$ cat config.mk
export PLATFORM = sky130hd
export DESIGN_NAME = sevenseg_scan_decoder_flat
export DESIGN_NICKNAME = d
export VERILOG_FILES = /design/src/rtl/sevenseg_pkg.sv /design/src/rtl/sevenseg_scan_decoder_if.sv /design/src/rtl/sevenseg_glyph_decode.sv /design/src/rtl/sevenseg_scan_decoder.sv /design/src/flat_wrapper.sv
export SDC_FILE = /design/constraint.sdc
export NUM_CORES = 1
export LEC_CHECK = 0
export CORE_MARGIN = 4
export CORE_UTILIZATION = 36
export DETAILED_ROUTE_END_ITERATION = 6
export GPL_TIMING_DRIVEN = 0
export PLACE_DENSITY_LB_ADDON = 0.05
export SYNTH_ARGS = -nofsm -noshare
export SYNTH_HDL_FRONTEND = slang
export SYNTH_SLANG_ARGS = --single-unit
$ cat constraint.sdc
create_clock -name clk -period 2.6 [get_ports clk]
set_clock_uncertainty 0.15 [all_clocks]
set_input_delay 0.26 -clock clk [delete_from_list [all_inputs] [get_ports clk]]
set_output_delay 0.26 -clock clk [all_outputs]
set_load 0.02 [all_outputs]
$ cat src/rtl/sevenseg_pkg.sv
// Shared constants and types for the seven-segment scan decoder.
// Glyph codes are active-low segment patterns, bit0=a .. bit6=g.
package sevenseg_pkg;

  localparam logic [6:0] GLYPH_0 = 7'b1000000;
  localparam logic [6:0] GLYPH_1 = 7'b1111001;
  localparam logic [6:0] GLYPH_2 = 7'b0100100;
  localparam logic [6:0] GLYPH_3 = 7'b0110000;
  localparam logic [6:0] GLYPH_4 = 7'b0011001;
  localparam logic [6:0] GLYPH_5 = 7'b0010010;
  localparam logic [6:0] GLYPH_6 = 7'b0000010;
  localparam logic [6:0] GLYPH_7 = 7'b1111000;
  localparam logic [6:0] GLYPH_8 = 7'b0000000;
  localparam logic [6:0] GLYPH_9 = 7'b0010000;
  localparam logic [6:0] GLYPH_A = 7'b0001000;
  localparam logic [6:0] GLYPH_B = 7'b0000011;
  localparam logic [6:0] GLYPH_C = 7'b1000110;
  localparam logic [6:0] GLYPH_D = 7'b0100001;
  localparam logic [6:0] GLYPH_E = 7'b0000110;
  localparam logic [6:0] GLYPH_F = 7'b0001110;
  localparam logic [6:0] GLYPH_BLANK = 7'b1111111;

  typedef enum logic [1:0] {
    IDLE,
    SETTLE,
    CAPTURED
  } state_t;

endpackage

$ cat src/rtl/sevenseg_scan_decoder_if.sv
// Bus between a display scanner and the decoder: digit strobes,
// segments and dp in; decoded frame out with valid/ready.
interface sevenseg_scan_decoder_if #(
  parameter int NUM_DIGITS = 4
);

  logic [NUM_DIGITS-1:0]   digit_sel;
  logic [6:0]              seg_n;
  logic                    dp_n;
  logic                    out_ready;
  logic [4*NUM_DIGITS-1:0] hex_out;
  logic [NUM_DIGITS-1:0]   dp_out;
  logic [NUM_DIGITS-1:0]   err_out;
  logic                    out_valid;
  logic                    overflow;

  modport master (
    output digit_sel, seg_n, dp_n, out_ready,
    input  hex_out, dp_out, err_out,
    input  out_valid, overflow
  );

  modport slave (
    input  digit_sel, seg_n, dp_n, out_ready,
    output hex_out, dp_out, err_out,
    output out_valid, overflow
  );

endinterface

$ cat src/rtl/sevenseg_glyph_decode.sv
// Glyph to nibble decoder: seg_n -> {err, nibble}.
// Unknown patterns (including blank) give nibble 0 with err set.
module sevenseg_glyph_decode
  import sevenseg_pkg::*;
(
  input  logic [6:0] seg_n,
  output logic       err,
  output logic [3:0] nibble
);

  always_comb begin
    err    = 1'b0;
    nibble = 4'h0;
    case (seg_n)
      GLYPH_0: nibble = 4'h0;
      GLYPH_1: nibble = 4'h1;
      GLYPH_2: nibble = 4'h2;
      GLYPH_3: nibble = 4'h3;
      GLYPH_4: nibble = 4'h4;
      GLYPH_5: nibble = 4'h5;
      GLYPH_6: nibble = 4'h6;
      GLYPH_7: nibble = 4'h7;
      GLYPH_8: nibble = 4'h8;
      GLYPH_9: nibble = 4'h9;
      GLYPH_A: nibble = 4'hA;
      GLYPH_B: nibble = 4'hB;
      GLYPH_C: nibble = 4'hC;
      GLYPH_D: nibble = 4'hD;
      GLYPH_E: nibble = 4'hE;
      GLYPH_F: nibble = 4'hF;
      default: err = 1'b1;
    endcase
  end

endmodule

$ cat src/rtl/sevenseg_scan_decoder.sv
// Debounces a multiplexed seven-segment bus and assembles frames.
// Ports: clk, rst (sync, high), bus (slave side of the scan bus).
module sevenseg_scan_decoder
  import sevenseg_pkg::*;
#(
  parameter int NUM_DIGITS    = 4,
  parameter int STABLE_CYCLES = 3
) (
  input logic clk,
  input logic rst,
  sevenseg_scan_decoder_if.slave bus
);

  localparam int CW = $clog2(STABLE_CYCLES + 1);
  localparam int SW = NUM_DIGITS + 8;
  localparam int HW = 4 * NUM_DIGITS;
  localparam logic [CW-1:0] TARGET = CW'(STABLE_CYCLES);
  localparam logic [CW-1:0] ONE_C  = CW'(1);

  logic [SW-1:0] cur;
  logic [SW-1:0] prev;
  logic          onehot;
  logic          same;

  state_t        state;
  state_t        state_n;
  logic [CW-1:0] cnt;
  logic [CW-1:0] cnt_n;
  logic          capture;

  logic          dec_err;
  logic [3:0]    dec_nib;

  logic [HW-1:0]         stg_hex;
  logic [HW-1:0]         hex_nx;
  logic [NUM_DIGITS-1:0] stg_dp;
  logic [NUM_DIGITS-1:0] dp_nx;
  logic [NUM_DIGITS-1:0] stg_err;
  logic [NUM_DIGITS-1:0] err_nx;
  logic [NUM_DIGITS-1:0] mask;
  logic [NUM_DIGITS-1:0] mask_nx;
  logic                  full;

  logic [HW-1:0]         hex_q;
  logic [NUM_DIGITS-1:0] dp_q;
  logic [NUM_DIGITS-1:0] err_q;
  logic                  valid_q;
  logic                  ovf_q;

  assign cur  = {bus.digit_sel, bus.seg_n, bus.dp_n};
  assign same = (cur == prev);
  assign onehot = (bus.digit_sel != '0) &&
    ((bus.digit_sel &
      (bus.digit_sel - NUM_DIGITS'(1))) == '0);

  sevenseg_glyph_decode u_dec (
    .seg_n  (bus.seg_n),
    .err    (dec_err),
    .nibble (dec_nib)
  );

  always_ff @(posedge clk) begin
    if (rst) begin
      state <= IDLE;
      cnt   <= '0;
      prev  <= '0;
    end else begin
      state <= state_n;
      cnt   <= cnt_n;
      prev  <= cur;
    end
  end

  // Any change of the full sample restarts the stability run.
  always_comb begin
    state_n = state;
    cnt_n   = cnt;
    if (!onehot) begin
      state_n = IDLE;
      cnt_n   = '0;
    end else if (state == CAPTURED && same) begin
      state_n = CAPTURED;
    end else begin
      if (state == SETTLE && same) cnt_n = cnt + ONE_C;
      else cnt_n = ONE_C;
      if (cnt_n == TARGET) state_n = CAPTURED;
      else state_n = SETTLE;
    end
  end

  // Capture only on the transition into CAPTURED.
  always_comb begin
    capture = (state_n == CAPTURED) &&
              !(state == CAPTURED && same);
  end

  always_comb begin
    hex_nx  = stg_hex;
    dp_nx   = stg_dp;
    err_nx  = stg_err;
    mask_nx = mask;
    if (capture) begin
      for (int i = 0; i < NUM_DIGITS; i++) begin
        if (bus.digit_sel[i]) begin
          hex_nx[4*i +: 4] = dec_nib;
          dp_nx[i]         = ~bus.dp_n;
          err_nx[i]        = dec_err;
        end
      end
      mask_nx = mask | bus.digit_sel;
    end
    full = capture && (mask_nx == '1);
  end

  always_ff @(posedge clk) begin
    if (rst) begin
      stg_hex <= '0;
      stg_dp  <= '0;
      stg_err <= '0;
      mask    <= '0;
      hex_q   <= '0;
      dp_q    <= '0;
      err_q   <= '0;
      valid_q <= 1'b0;
      ovf_q   <= 1'b0;
    end else begin
      stg_hex <= hex_nx;
      stg_dp  <= dp_nx;
      stg_err <= err_nx;
      mask    <= full ? '0 : mask_nx;
      if (full) begin
        if (!valid_q || bus.out_ready) begin
          hex_q   <= hex_nx;
          dp_q    <= dp_nx;
          err_q   <= err_nx;
          valid_q <= 1'b1;
        end else begin
          ovf_q <= 1'b1;
        end
      end else if (valid_q && bus.out_ready) begin
        valid_q <= 1'b0;
      end
    end
  end

  assign bus.hex_out   = hex_q;
  assign bus.dp_out    = dp_q;
  assign bus.err_out   = err_q;
  assign bus.out_valid = valid_q;
  assign bus.overflow  = ovf_q;

endmodule
$ cat src/flat_wrapper.sv
// flat-port wrapper written by rule: the top's interface ports become plain ports
module sevenseg_scan_decoder_flat import sevenseg_pkg::*;
#(
  parameter int NUM_DIGITS    = 4,
  parameter int STABLE_CYCLES = 3
)
  (clk, rst, bus_digit_sel, bus_seg_n, bus_dp_n, bus_out_ready, bus_hex_out, bus_dp_out, bus_err_out, bus_out_valid, bus_overflow);
  sevenseg_scan_decoder_if #(.NUM_DIGITS(NUM_DIGITS)) bus_i ();
  input logic clk;
  input logic rst;
  input wire logic [$bits(bus_i.digit_sel)-1:0] bus_digit_sel;
  input wire logic [$bits(bus_i.seg_n)-1:0] bus_seg_n;
  input wire logic [$bits(bus_i.dp_n)-1:0] bus_dp_n;
  input wire logic [$bits(bus_i.out_ready)-1:0] bus_out_ready;
  output wire logic [$bits(bus_i.hex_out)-1:0] bus_hex_out;
  output wire logic [$bits(bus_i.dp_out)-1:0] bus_dp_out;
  output wire logic [$bits(bus_i.err_out)-1:0] bus_err_out;
  output wire logic [$bits(bus_i.out_valid)-1:0] bus_out_valid;
  output wire logic [$bits(bus_i.overflow)-1:0] bus_overflow;
  assign bus_i.digit_sel = bus_digit_sel;
  assign bus_i.seg_n = bus_seg_n;
  assign bus_i.dp_n = bus_dp_n;
  assign bus_i.out_ready = bus_out_ready;
  assign bus_hex_out = bus_i.hex_out;
  assign bus_dp_out = bus_i.dp_out;
  assign bus_err_out = bus_i.err_out;
  assign bus_out_valid = bus_i.out_valid;
  assign bus_overflow = bus_i.overflow;
  sevenseg_scan_decoder #(.NUM_DIGITS(NUM_DIGITS), .STABLE_CYCLES(STABLE_CYCLES)) u_core (.clk(clk), .rst(rst), .bus(bus_i));
endmodule
After elaboration in Yosys (flattened, before gate mapping)
Cells that the tools add are included.
{"block": "totals", "input_bits": 15, "elab_cells": 87, "ff_bits": 70, "output_inout_bits": 26}
{"block": "op_classes", "addsub": 2, "n_reduce_logical": 19, "bitwise_logic": 5, "eq_ne": 22, "mux": 27}
{"cell": "4-bit one-hot mux with 15 select lines", "n": 1}
{"cell": "7-bit == test, second input constant", "n": 4}
{"cell": "4-bit two-way mux", "n": 7}
{"cell": "7-bit by 5-bit == test with 1-bit output, second input constant", "n": 3}
{"cell": "7-bit by 6-bit == test with 1-bit output, second input constant", "n": 3}
{"cell": "16-bit two-way mux", "n": 1}
{"cell": "16-bit OR reduction", "n": 1}
{"cell": "7-bit by 2-bit == test with 1-bit output, second input constant", "n": 2}
{"cell": "7-bit by 4-bit == test with 1-bit output, second input constant", "n": 2}
{"cell": "12-bit == test", "n": 1}
{"cell": "1-bit two-way mux", "n": 12}
{"cell": "2-bit two-way mux", "n": 6}
{"cell": "7-bit by 3-bit == test with 1-bit output, second input constant", "n": 1}
{"cell": "7-bit zero test", "n": 1}
{"cell": "2-bit == test, second input constant", "n": 3}
{"cell": "1-bit logical AND", "n": 6}
{"cell": "2-bit AND reduction", "n": 3}
{"cell": "4-bit AND", "n": 1}
{"cell": "4-bit == test, second input constant", "n": 1}
{"cell": "4-bit zero test", "n": 1}
{"cell": "4-bit OR", "n": 1}
{"cell": "4-bit nonzero test", "n": 1}
{"cell": "2-bit OR reduction", "n": 2}
{"cell": "4-bit by 1-bit subtractor with 4-bit output, second input constant", "n": 1}
{"cell": "other kinds (7)", "n": 10}

Depth between registers and ports, before layout
Gate-level depths: netlist of the first run.
{"block": "depth", "ltp_word": 16, "depth_mapped": 9, "depth_no_buf": 6}

Modules after synthesis
From an unflattened synthesis of the first run, not the netlist that was laid out.
{"block": "hier_totals", "hier_cells": 291, "hier_area_um2": 3026.7}
{"module": "sevenseg_scan_decoder", "seq_area_each_um2": 1401.3, "cells_each": 234, "instances": 1, "area_per_inst_um2": 2676.3}
{"module": "sevenseg_glyph_decode", "seq_area_each_um2": 0.0, "cells_each": 57, "instances": 1, "area_per_inst_um2": 350.3}

Worst setup path after synthesis of the first run
OpenSTA, ideal clock, no wires.
{"block": "synth_path", "kind": "input to register", "from": "input bus_seg_n[6]", "to": "register u_core.err_q[0] (netlist: u_core.bus.err_out[0])", "path_slack_ns": 0.658, "stages": 9, "t_arrival_ns": 1.672, "n_path_buf": 3, "t_required_ns": 2.330, "setup_time_ns": 0.120, "cell_sequence": "buf_6 xnor2_1 nand4_1 nor3_4 and4_1 buf_6 a21oi_4 buf_6 o2bb2ai_2"}
{"block": "synth_via", "elab_chain_len": 15, "word_cells_on_any_way": 37, "classes_between": "19 x eq/ne; 10 x mux; 8 x reduce/logical"}
{"element": "from (decl)", "line": "flat_wrapper.sv:12", "source": "input wire logic [$bits(bus_i.seg_n)-1:0] bus_seg_n;"}
{"element": "12-bit == test", "line": "sevenseg_scan_decoder.sv:51", "source": "assign same = (cur == prev);"}
{"element": "1-bit logical AND", "line": "sevenseg_scan_decoder.sv:84", "source": "if (state == SETTLE && same) cnt_n = cnt + ONE_C;"}
{"element": "2-bit two-way mux", "line": "sevenseg_scan_decoder.sv:84"}
{"element": "2-bit two-way mux", "line": "sevenseg_scan_decoder.sv:81", "source": "end else if (state == CAPTURED && same) begin"}
{"element": "2-bit two-way mux", "line": "sevenseg_scan_decoder.sv:78", "source": "if (!onehot) begin"}
{"element": "2-bit == test", "line": "sevenseg_scan_decoder.sv:86", "source": "if (cnt_n == TARGET) state_n = CAPTURED;"}
{"element": "2-bit two-way mux", "line": "sevenseg_scan_decoder.sv:86"}
{"element": "2-bit two-way mux", "line": "sevenseg_scan_decoder.sv:81"}
{"element": "2-bit two-way mux", "line": "sevenseg_scan_decoder.sv:78"}
{"element": "2-bit == test", "line": "sevenseg_scan_decoder.sv:93", "source": "capture = (state_n == CAPTURED) &&"}
{"element": "1-bit logical AND", "line": "sevenseg_scan_decoder.sv:93"}
{"element": "4-bit two-way mux", "line": "sevenseg_scan_decoder.sv:102", "source": "if (capture) begin"}
{"element": "4-bit == test", "line": "sevenseg_scan_decoder.sv:112", "source": "full = capture && (mask_nx == '1);"}
{"element": "1-bit logical AND", "line": "sevenseg_scan_decoder.sv:112"}
{"element": "2-bit AND reduction (no source line)"}
{"element": "to (signal assigned)", "line": "sevenseg_scan_decoder.sv:135", "source": "err_q <= err_nx;"}
{"element": "to (decl)", "line": "sevenseg_scan_decoder.sv:46", "source": "logic [NUM_DIGITS-1:0] err_q;"}
Parallel ways exist; a longest one is shown, timed or not. The select of a mux whose other input is x is not followed.
A chain may end at the register's enable or synchronous reset.

Final worst setup path of the first run
{"block": "layout_path", "from": "input bus_digit_sel[0]", "to": "register u_core.stg_hex[5]"}
{"block": "layout_via", "elab_chain_len": 12, "word_cells_on_any_way": 19, "classes_between": "1 x add/sub; 3 x eq/ne; 7 x mux; 1 x bitwise; 7 x reduce/logical"}
{"element": "from (decl)", "line": "flat_wrapper.sv:11", "source": "input wire logic [$bits(bus_i.digit_sel)-1:0] bus_digit_sel;"}
{"element": "12-bit == test", "line": "sevenseg_scan_decoder.sv:51"}
{"element": "1-bit logical AND", "line": "sevenseg_scan_decoder.sv:84"}
{"element": "2-bit two-way mux", "line": "sevenseg_scan_decoder.sv:84"}
{"element": "2-bit two-way mux", "line": "sevenseg_scan_decoder.sv:81"}
{"element": "2-bit two-way mux", "line": "sevenseg_scan_decoder.sv:78"}
{"element": "2-bit == test", "line": "sevenseg_scan_decoder.sv:86"}
{"element": "2-bit two-way mux", "line": "sevenseg_scan_decoder.sv:86"}
{"element": "2-bit two-way mux", "line": "sevenseg_scan_decoder.sv:81"}
{"element": "2-bit two-way mux", "line": "sevenseg_scan_decoder.sv:78"}
{"element": "2-bit == test", "line": "sevenseg_scan_decoder.sv:93"}
{"element": "1-bit logical AND (*)", "line": "sevenseg_scan_decoder.sv:93"}
{"element": "16-bit two-way mux (*)", "line": "sevenseg_scan_decoder.sv:102"}
{"element": "to (signal assigned)", "line": "sevenseg_scan_decoder.sv:127", "source": "stg_hex <= hex_nx;"}
{"element": "to (decl)", "line": "sevenseg_scan_decoder.sv:34", "source": "logic [HW-1:0] stg_hex;"}
Every way passes the cells marked *; elsewhere a longest branch is shown, timed or not. The select of a mux whose other input is x is not followed.

==> flow_summary.json, run 1 <==
{
  "num_vias": 2155,
  "area_delta_synth_final_pct": 21.5,
  "crit_path_start_kind": "primary input",
  "min_path_type": "primary input to flop",
  "place_area_um2": 3540,
  "leakagePower_nw": 1.43,
  "maxSlewHeadroom_pct": 66.3,
  "io_buffers": 35,
  "cts_root_buffer": "clkbuf_8",
  "critPathKind": "primary input to flop",
  "critical_path.endpoint_type": "flop",
  "first_global_vias": 2188,
  "switching_share_pct": 25.0,
  "synth_edf_count": 0,
  "final_core_util_pct": 45.0,
  "hold_viol": 0,
  "seqCellArea_um2": 1400,
  "final_common_cell": "dfxtp_1",
  "dp_slack_ps": -149,
  "place_inst": 428,
  "path_clk_slew_ps": 70,
  "antenna_left": 0,
  "design_area_um2": 3710,
  "layout-drive-gt1-share_pct": 17.7,
  "design_power_total_mw": 2.03,
  "cap_viol_max_count": 0,
  "numClockSinks": 70,
  "critPathRequiredTime_ps": 2670,
  "synth_cells": 288,
  "grt_overflow": 0,
  "synth_compound_area_share_pct": 17.6,
  "synthXorXnorAreaFrac_pct": 4.26,
  "worstPathMaxFanout": 8,
  "drtIter0Drc": 68,
  "fp-row-count": 33,
  "finalCritPeriodShare_pct": 91.2,
  "ir_drop_uv": 340,
  "max_freq_mhz": 422,
  "synth.largest_area_cell": "dfxtp_1",
  "cp-startpoint": "bus_digit_sel[0]",
  "die_h_um": 100,
  "fin_hold_ws_ps": 33.0,
  "synth_top_family_by_area": "simple AND/OR/NAND/NOR gates",
  "drcViolationCount": 0,
  "syn_area_um2": 3060,
  "power.share.sequential_pct": 53.7,
  "setup_viol": 0,
  "combPwrFrac_pct": 7.6,
  "yosys_warnings": 0,
  "period_needed_ps": 2370,
  "htree_levels": 3,
  "syn-num-nets": 303,
  "hold_start": "bus_digit_sel[1]",
  "rr_startpoint": "u_core.prev[0]$_SDFF_PP0_",
  "layout.nets": 349,
  "p_sw_mw": 0.506,
  "grt_pass1_wl_um": 11200,
  "p_int_mw": 1.52,
  "synth_mux_area_share_pct": 8.19,
  "num_io_pins": 41,
  "grt_max_degree": 13,
  "worst_pin_slew_ps": 505,
  "cts_tree": "yes",
  "grt_setup_unrepaired": "false",
  "initial_core_util_pct": 37.0,
  "via_per_inst": 4.85,
  "netlist.area_leader.share_pct": 45.8,
  "insertedDiodeCount": 0,
  "cts.repair.resized": 0,
  "postSynth.asyncResetShare_pct": 0,
  "stdcell_count": 444,
  "power_density_nw_per_um2": 545,
  "dr.pass1.iters": 4,
  "netlist_top_cells_area": "dfxtp_1, o2bb2ai_2, mux2i_1",
  "yosysUniqueCellTypes": 50,
  "fp.dieW_um": 100,
  "fin_tns_setup_ps": 0,
  "cts_made_buffers": 9,
  "synth_area_per_cell_um2": 10.6,
  "ctsHoldBuffers": 0,
  "cts_setup_buffers": 0,
  "grt_usage_pct": 14.4,
  "drt-total-wl_um": 6680,
  "core_area_um2": 8260,
  "place_congestion": 0.800,
  "insertion_delay_ps": 340,
  "multi_input_area_um2": 1490,
  "dieArea_um2": 10000,
  "setup_ws_ps": 229,
  "antenna_found_initial": 0,
  "synth-simple-area-share_pct": 18.7,
  "synth_ff_type": "dfxtp_1",
  "dpl.hpwl_um": 4690,
  "cts.path.max_buffers": 2,
  "post_drt_wl_per_cell_um": 15.0,
  "n_fill_cell": 830,
  "mostFrequentLayoutCells": "dfxtp_1, nor2_1, clkdlybuf4s50_1, mux2i_1, o2bb2ai_2",
  "drv_slew": 0,
  "status": "finished clean",
  "ys_seq_area_share_pct": 45.8,
  "synthAdderAreaFrac_pct": 0,
  "clockPowerShare_pct": 38.7,
  "crit_arrival_ps": 2440,
  "ys_ff_latch": 70
}
-- logic make-up (layout without fill, tap and decap cells) --
family / Yosys count / in the layout
and+or+nand+nor: 100 / 100
buffers and inverters: 27 / 78
muxes: 25 / 25
xor gates and xnor gates: 14 / 14
AOI/OAI and AO/OA: 52 / 52
DFF: 70 / 70
-- final timing paths --
check	endpoint	cells past startpoint	slack, ps
min reg2reg	u_core.mask[1]$_SDFF_PP0_	2	310
max	u_core.stg_hex[5]$_SDFF_PP0_	7	230
max reg2reg	u_core.stg_hex[5]$_SDFF_PP0_	6	450
min	u_core.prev[9]$_SDFF_PP0_	2	30
-- sequential cells by signal, indices dropped and copies added (netlist names) --
name,flops
u_core.mask,4
u_core.bus.out_valid,1
u_core.bus.overflow,1
u_core.stg_hex,16
u_core.bus.err_out,4
u_core.cnt,2
u_core.bus.hex_out,16
u_core.stg_err,4
u_core.bus.dp_out,4
u_core.stg_dp,4
u_core.state,2
u_core.prev,12
-- power groups by stage --
stage	registers (mW)	logic, mW	clock network [mW]
6_report	1.09	0.153	0.784
5_1_grt	1.09	0.169	0.870
4_1_cts	1.09	0.155	0.818
3_5_place_dp	1.11	0.154	0
3_3_place_gp	1.11	0.156	0
2_1_floorplan	1.11	0.105	0
-- synth_stat cells (3+ instances only) --
cell       instances
a211oi_1           4
a21oi_1            4
buf_2              6
buf_6              7
clkbuf_1           7
dfxtp_1           70
inv_1              5
mux2i_1           25
nand2_1            7
nand2b_1           3
nand3b_1           5
nand4_1            4
nand4_2            3
nor2_1            41
nor2b_1           16
nor3b_1            4
o211ai_1           3
o21ai_0            5
o2bb2ai_1          4
o2bb2ai_2         20
xnor2_1           11
-- layout make-up --
type                       count  share of cell area, %
sequential                    70                   37.7
timing repair buffer          35                   9.43
clock inverter                 5                  0.909
buffer                        22                   3.97
tap                          105                   3.54
multi-input combinational    191                   40.1
clock buffer                  11                   3.81
inverter                       5                  0.505
-- per-layer routing --
layer	vias to the layer above	track usage [%]	part of all wire [%]
li1	1118	-	-
met5	-	0	0
met1	993	18.8	50
met2	39	22.6	45
met3	5	5.00	3.5
met4	0	4.35	1.2
-- worst max-delay path, cell delays in order --
cell and delay [ps]:
clkdlybuf4s50_1 620, xnor2_1 160, nand4_1 160, nor3_4 390, nand4_2 420, mux2i_1 360
nor2_1 60
No activity file was read; power rests on OpenSTA's default activity.
==> run 2: changes to the inputs <==
--- a/config.mk
+++ b/config.mk
@@ -6,10 +6,11 @@
 export NUM_CORES = 1
 export LEC_CHECK = 0
 export CORE_MARGIN = 4
-export CORE_UTILIZATION = 36
+export CORE_UTILIZATION = 54
 export DETAILED_ROUTE_END_ITERATION = 6
 export GPL_TIMING_DRIVEN = 0
 export PLACE_DENSITY_LB_ADDON = 0.05
+export SKIP_LAST_GASP = 1
 export SYNTH_ARGS = -nofsm -noshare
 export SYNTH_HDL_FRONTEND = slang
 export SYNTH_SLANG_ARGS = --single-unit
==> constraint.sdc (replaced) <==
create_clock -name clk -period 2.6 [get_ports clk]
set_clock_uncertainty 0.15 [all_clocks]
set_input_delay 0.26 -clock clk [delete_from_list [all_inputs] [get_ports clk]]
set_output_delay 0.26 -clock clk [all_outputs]
set_load 0.005 [all_outputs]
==> flow_summary.json, run 2 (synthesized netlist as in run 1, its figures left out) <==
{
  "layout-drive-gt1-share_pct": 17.5,
  "num_io_pins": 41,
  "mostFrequentLayoutCells": "dfxtp_1, nor2_1, clkdlybuf4s50_1, mux2i_1, o2bb2ai_2",
  "cts.repair.resized": 0,
  "drt-total-wl_um": 6070,
  "fin_tns_setup_ps": 0,
  "grt_pass1_wl_um": 10500,
  "core_area_um2": 5510,
  "critPathKind": "primary input to flop",
  "cts_root_buffer": "clkbuf_8",
  "grt_setup_unrepaired": "false",
  "dp_slack_ps": -120,
  "first_global_vias": 2204,
  "place_area_um2": 3500,
  "cap_viol_max_count": 0,
  "fp.dieW_um": 83.2,
  "hold_viol": 0,
  "max_freq_mhz": 427,
  "cpLargestDelayFamily": "buffers and inverters",
  "period_needed_ps": 2340,
  "final_common_cell": "dfxtp_1",
  "crit_path_end": "u_core.bus.err_out[0]$_SDFFE_PP0P_",
  "ctsHoldBuffers": 0,
  "antenna_left": 0,
  "insertedDiodeCount": 0,
  "worst_pin_slew_ps": 492,
  "layout.nets": 349,
  "grt_overflow": 0,
  "worstPathMaxFanout": 8,
  "dieArea_um2": 6930,
  "place_inst": 395,
  "worst-path-buf-inv": 2,
  "insertion_delay_ps": 340,
  "r2r_cells": 7,
  "critical_path.endpoint_type": "flop",
  "cts_tree": "yes",
  "finalCritPeriodShare_pct": 90.1,
  "setup_viol": 0,
  "crit_path_start_kind": "primary input",
  "critPathRequiredTime_ps": 2680,
  "cp_slowest_cell": "clkdlybuf4s50_1",
  "rr_startpoint": "u_core.prev[0]$_SDFF_PP0_",
  "final_core_util_pct": 67.8,
  "via_per_inst": 5.32,
  "dpl.hpwl_um": 4250,
  "cp-startpoint": "bus_digit_sel[0]",
  "crit_arrival_ps": 2430,
  "cts.path.max_buffers": 2,
  "grt_max_degree": 13,
  "drcViolationCount": 0,
  "antenna_found_initial": 0,
  "min_path_type": "primary input to flop",
  "setup_ws_ps": 256,
  "cpPeakStageDelay_ps": 610,
  "die_h_um": 83.2,
  "cts_made_buffers": 9,
  "dr.pass1.iters": 4,
  "htree_levels": 3,
  "post_drt_wl_per_cell_um": 14.8,
  "area_delta_synth_final_pct": 22.1,
  "grt_usage_pct": 18.7,
  "path_clk_slew_ps": 70,
  "design_area_um2": 3730,
  "initial_core_util_pct": 55.5,
  "leakagePower_nw": 1.46,
  "numClockSinks": 70,
  "maxSlewHeadroom_pct": 67.2,
  "rrSetupSlack_ps": 470,
  "power_density_nw_per_um2": 608,
  "fp-row-count": 27,
  "ir_drop_uv": 571,
  "drtIter0Drc": 52,
  "fin_hold_ws_ps": 27.6,
  "reg2reg_to": "u_core.bus.err_out[0]$_SDFFE_PP0P_",
  "path_depth": 8,
  "stdcell_count": 410,
  "cts_setup_buffers": 0,
  "place_congestion": 0.884,
  "design_power_total_mw": 2.27,
  "worstPathCellList": "clkdlybuf4s50_1, xnor2_1, nand4_1, nor3_4, and4_1, buf_4, mux2i_1, o2bb2ai_2",
  "drv_slew": 0,
  "io_buffers": 35,
  "status": "finished clean",
  "num_vias": 2183
}
-- run 2: cell types whose count changed in the layout (fill, tap and decap cells not counted), sizes merged --
cell / delta
inv: -1
clkinvlp: -1
clkbuf: -2
bufinv: +3
-- run 2: report_power, final --
part,total (mW),internal (mW),switching [mW]
registers,1.09,1.08,0.00540
logic,0.150,0.0638,0.0865
clock network,1.03,0.631,0.400
-- run 2: area by class of cell --
| cell class | count | area, um^2 |
|---|---|---|
| fillers | 458 | 1770 |
| multi-input cells | 191 | 1490 |
| flip-flops and latches | 70 | 1400 |
| repair buffers | 35 | 350 |
| plain buffers | 22 | 146 |
| clock buffers | 9 | 124 |
| clock inverters | 6 | 111 |
| well taps | 72 | 90.1 |
| inverters | 5 | 18.8 |
-- run 2: worst min-delay path by stage --
stage,start,to,slack [ps],cells past startpoint
global placement,u_core.mask[3]$_SDFF_PP0_,u_core.mask[3]$_SDFF_PP0_,290,2
floorplan,bus_digit_sel[0],u_core.prev[8]$_SDFF_PP0_,240,1
finish,bus_digit_sel[1],u_core.prev[9]$_SDFF_PP0_,30,2
detailed placement,u_core.mask[1]$_SDFF_PP0_,u_core.mask[1]$_SDFF_PP0_,300,2
CTS,bus_digit_sel[1],u_core.prev[9]$_SDFF_PP0_,20,2
global route,bus_digit_sel[1],u_core.prev[9]$_SDFF_PP0_,20,2
-- run 2: layer usage --
metal | wire length (um) | share of wire, % | track usage (%)
met1 | 2960 | 49 | 23.9
met2 | 2780 | 46 | 29.8
met3 | 250 | 4.1 | 4.76
met4 | 84 | 1.4 | 8.02
met5 | 0 | 0 | 0
-- run 2: worst reg2reg max path, cell delays in order, from the launching register on --
cell	delay [ps]
dfxtp_1	310
xnor2_1	160
nand4_1	170
nor3_4	370
and4_1	260
buf_4	200
mux2i_1	310
o2bb2ai_2	90
==> run 3: changes to the inputs <==
--- a/config.mk
+++ b/config.mk
@@ -6,7 +6,7 @@
 export NUM_CORES = 1
 export LEC_CHECK = 0
 export CORE_MARGIN = 4
-export CORE_UTILIZATION = 54
+export CORE_UTILIZATION = 45
 export DETAILED_ROUTE_END_ITERATION = 6
 export GPL_TIMING_DRIVEN = 0
 export PLACE_DENSITY_LB_ADDON = 0.05
==> flow_summary.json, run 3 (synthesized netlist as in run 1, its figures left out) <==
{
  "setup_viol": 0,
  "cts.path.max_buffers": 2,
  "cap_viol_max_count": 0,
  "cts_tree": "yes",
  "antenna_left": 0,
  "core_area_um2": 6460,
  "critPathKind": "primary input to flop",
  "drt-total-wl_um": 6220,
  "hold_start": "bus_digit_sel[1]",
  "dp_slack_ps": -144,
  "stdcell_count": 416,
  "drtIter0Drc": 84,
  "hold_depth": 2,
  "first_global_vias": 2163,
  "cts.repair.resized": 0,
  "setup_ws_ps": 245,
  "worstPathCellList": "clkdlybuf4s50_1, xnor2_1, nand4_1, nor3_4, and4_1, buf_4, mux2i_1, o2bb2ai_2",
  "cp_slowest_cell": "clkdlybuf4s50_1",
  "via_per_inst": 5.28,
  "cts_setup_buffers": 0,
  "maxSlewHeadroom_pct": 65.4,
  "critical_path.endpoint_type": "flop",
  "critPathRequiredTime_ps": 2680,
  "fp-row-count": 29,
  "dr.pass1.iters": 4,
  "num_vias": 2196,
  "fp.dieW_um": 90.4,
  "io_buffers": 35,
  "path_clk_slew_ps": 70,
  "min_path_type": "primary input to flop",
  "die_h_um": 90.4,
  "ir_drop_uv": 391,
  "worst_pin_slew_ps": 520,
  "max_freq_mhz": 425,
  "layout.nets": 349,
  "place_area_um2": 3500,
  "worstPathMaxFanout": 8,
  "r2r_cells": 7,
  "dpl.hpwl_um": 4400,
  "cpPeakStageDelay_ps": 610,
  "period_needed_ps": 2350,
  "mostFrequentLayoutCells": "dfxtp_1, nor2_1, clkdlybuf4s50_1, mux2i_1, o2bb2ai_2",
  "post_drt_wl_per_cell_um": 14.9,
  "grt_setup_unrepaired": "false",
  "holdPathEnd": "u_core.prev[9]$_SDFF_PP0_",
  "drcViolationCount": 0,
  "dieArea_um2": 8170,
  "hold_viol": 0,
  "worst-path-buf-inv": 2,
  "final_common_cell": "dfxtp_1",
  "grt_pass1_wl_um": 10800,
  "status": "finished clean",
  "place_inst": 400,
  "insertedDiodeCount": 0,
  "power_density_nw_per_um2": 572,
  "reg2reg_to": "u_core.bus.err_out[0]$_SDFFE_PP0P_",
  "design_power_total_mw": 2.12,
  "area_delta_synth_final_pct": 21.2,
  "crit_path_start_kind": "primary input",
  "place_congestion": 0.829,
  "rrSetupSlack_ps": 470,
  "finalCritPeriodShare_pct": 90.6,
  "grt_max_degree": 12,
  "rr_startpoint": "u_core.prev[9]$_SDFF_PP0_",
  "cts_made_buffers": 9,
  "htree_levels": 3,
  "antenna_found_initial": 0,
  "layout-drive-gt1-share_pct": 17.1,
  "num_io_pins": 41,
  "numClockSinks": 70,
  "design_area_um2": 3700,
  "ctsHoldBuffers": 0,
  "cpLargestDelayFamily": "buffers and inverters",
  "cts_root_buffer": "clkbuf_8",
  "initial_core_util_pct": 47.3,
  "insertion_delay_ps": 340,
  "crit_arrival_ps": 2440,
  "grt_usage_pct": 16.4,
  "drv_slew": 0,
  "leakagePower_nw": 1.44,
  "grt_overflow": 0
}
[run 3: area by class of cell]
| class | instances | area (um^2) |
|---|---|---|
| Fill cell | 585 | 2750 |
| Multi-Input combinational cell | 191 | 1490 |
| Sequential cell | 70 | 1400 |
| Timing Repair Buffer | 35 | 350 |
| Clock buffer | 13 | 159 |
| Buffer | 22 | 146 |
| Tap cell | 77 | 96.3 |
| Clock inverter | 3 | 42.5 |
| Inverter | 5 | 18.8 |
[run 3: how the worst max path moves through the flow]
stage                           startpoint                                  to  slack, ps  depth (start not counted)
final                     bus_digit_sel[0]  u_core.bus.err_out[0]$_SDFFE_PP0P_        250                          8
after global routing          bus_seg_n[1]  u_core.bus.err_out[0]$_SDFFE_PP0P_          3                          8
after CTS                 bus_digit_sel[0]  u_core.bus.err_out[0]$_SDFFE_PP0P_        210                          8
after detailed placement  bus_digit_sel[0]  u_core.bus.err_out[0]$_SDFFE_PP0P_       -140                          8
after global placement        bus_seg_n[1]  u_core.bus.err_out[0]$_SDFFE_PP0P_       -160                          8
after floorplan               bus_seg_n[6]  u_core.bus.err_out[0]$_SDFFE_PP0P_        660                          9
[run 3: where the power goes]
| group | switching [mW] | internal (mW) |
|---|---|---|
| logic | 0.0867 | 0.0638 |
| clock network | 0.386 | 0.495 |
| registers | 0.00541 | 1.08 |
[run 3: per-stage QoR]
stage	hold slack [ps]	util (%)	TNS, ps
3_5_place_dp	293	54.2	-3330
5_1_grt	57.4	57.4	0
3_3_place_gp	295	54.2	-3620
4_1_cts	26.0	57.4	0
6_report	33.7	57.4	0
2_1_floorplan	238	-	0
[run 3: layer usage]
layer	routed length, um	GRT usage (%)
met5	0	0
met4	95	5.99
met3	281	4.92
met2	2680	23.8
met1	3160	22.8
[run 3: worst reg2reg max path, stage by stage (launching register included)]
cell and delay (ps):
dfxtp_1 360, xnor2_2 120, nand4_1 150, nor3_4 390, and4_1 250, buf_4 190
mux2i_1 320, o2bb2ai_2 90
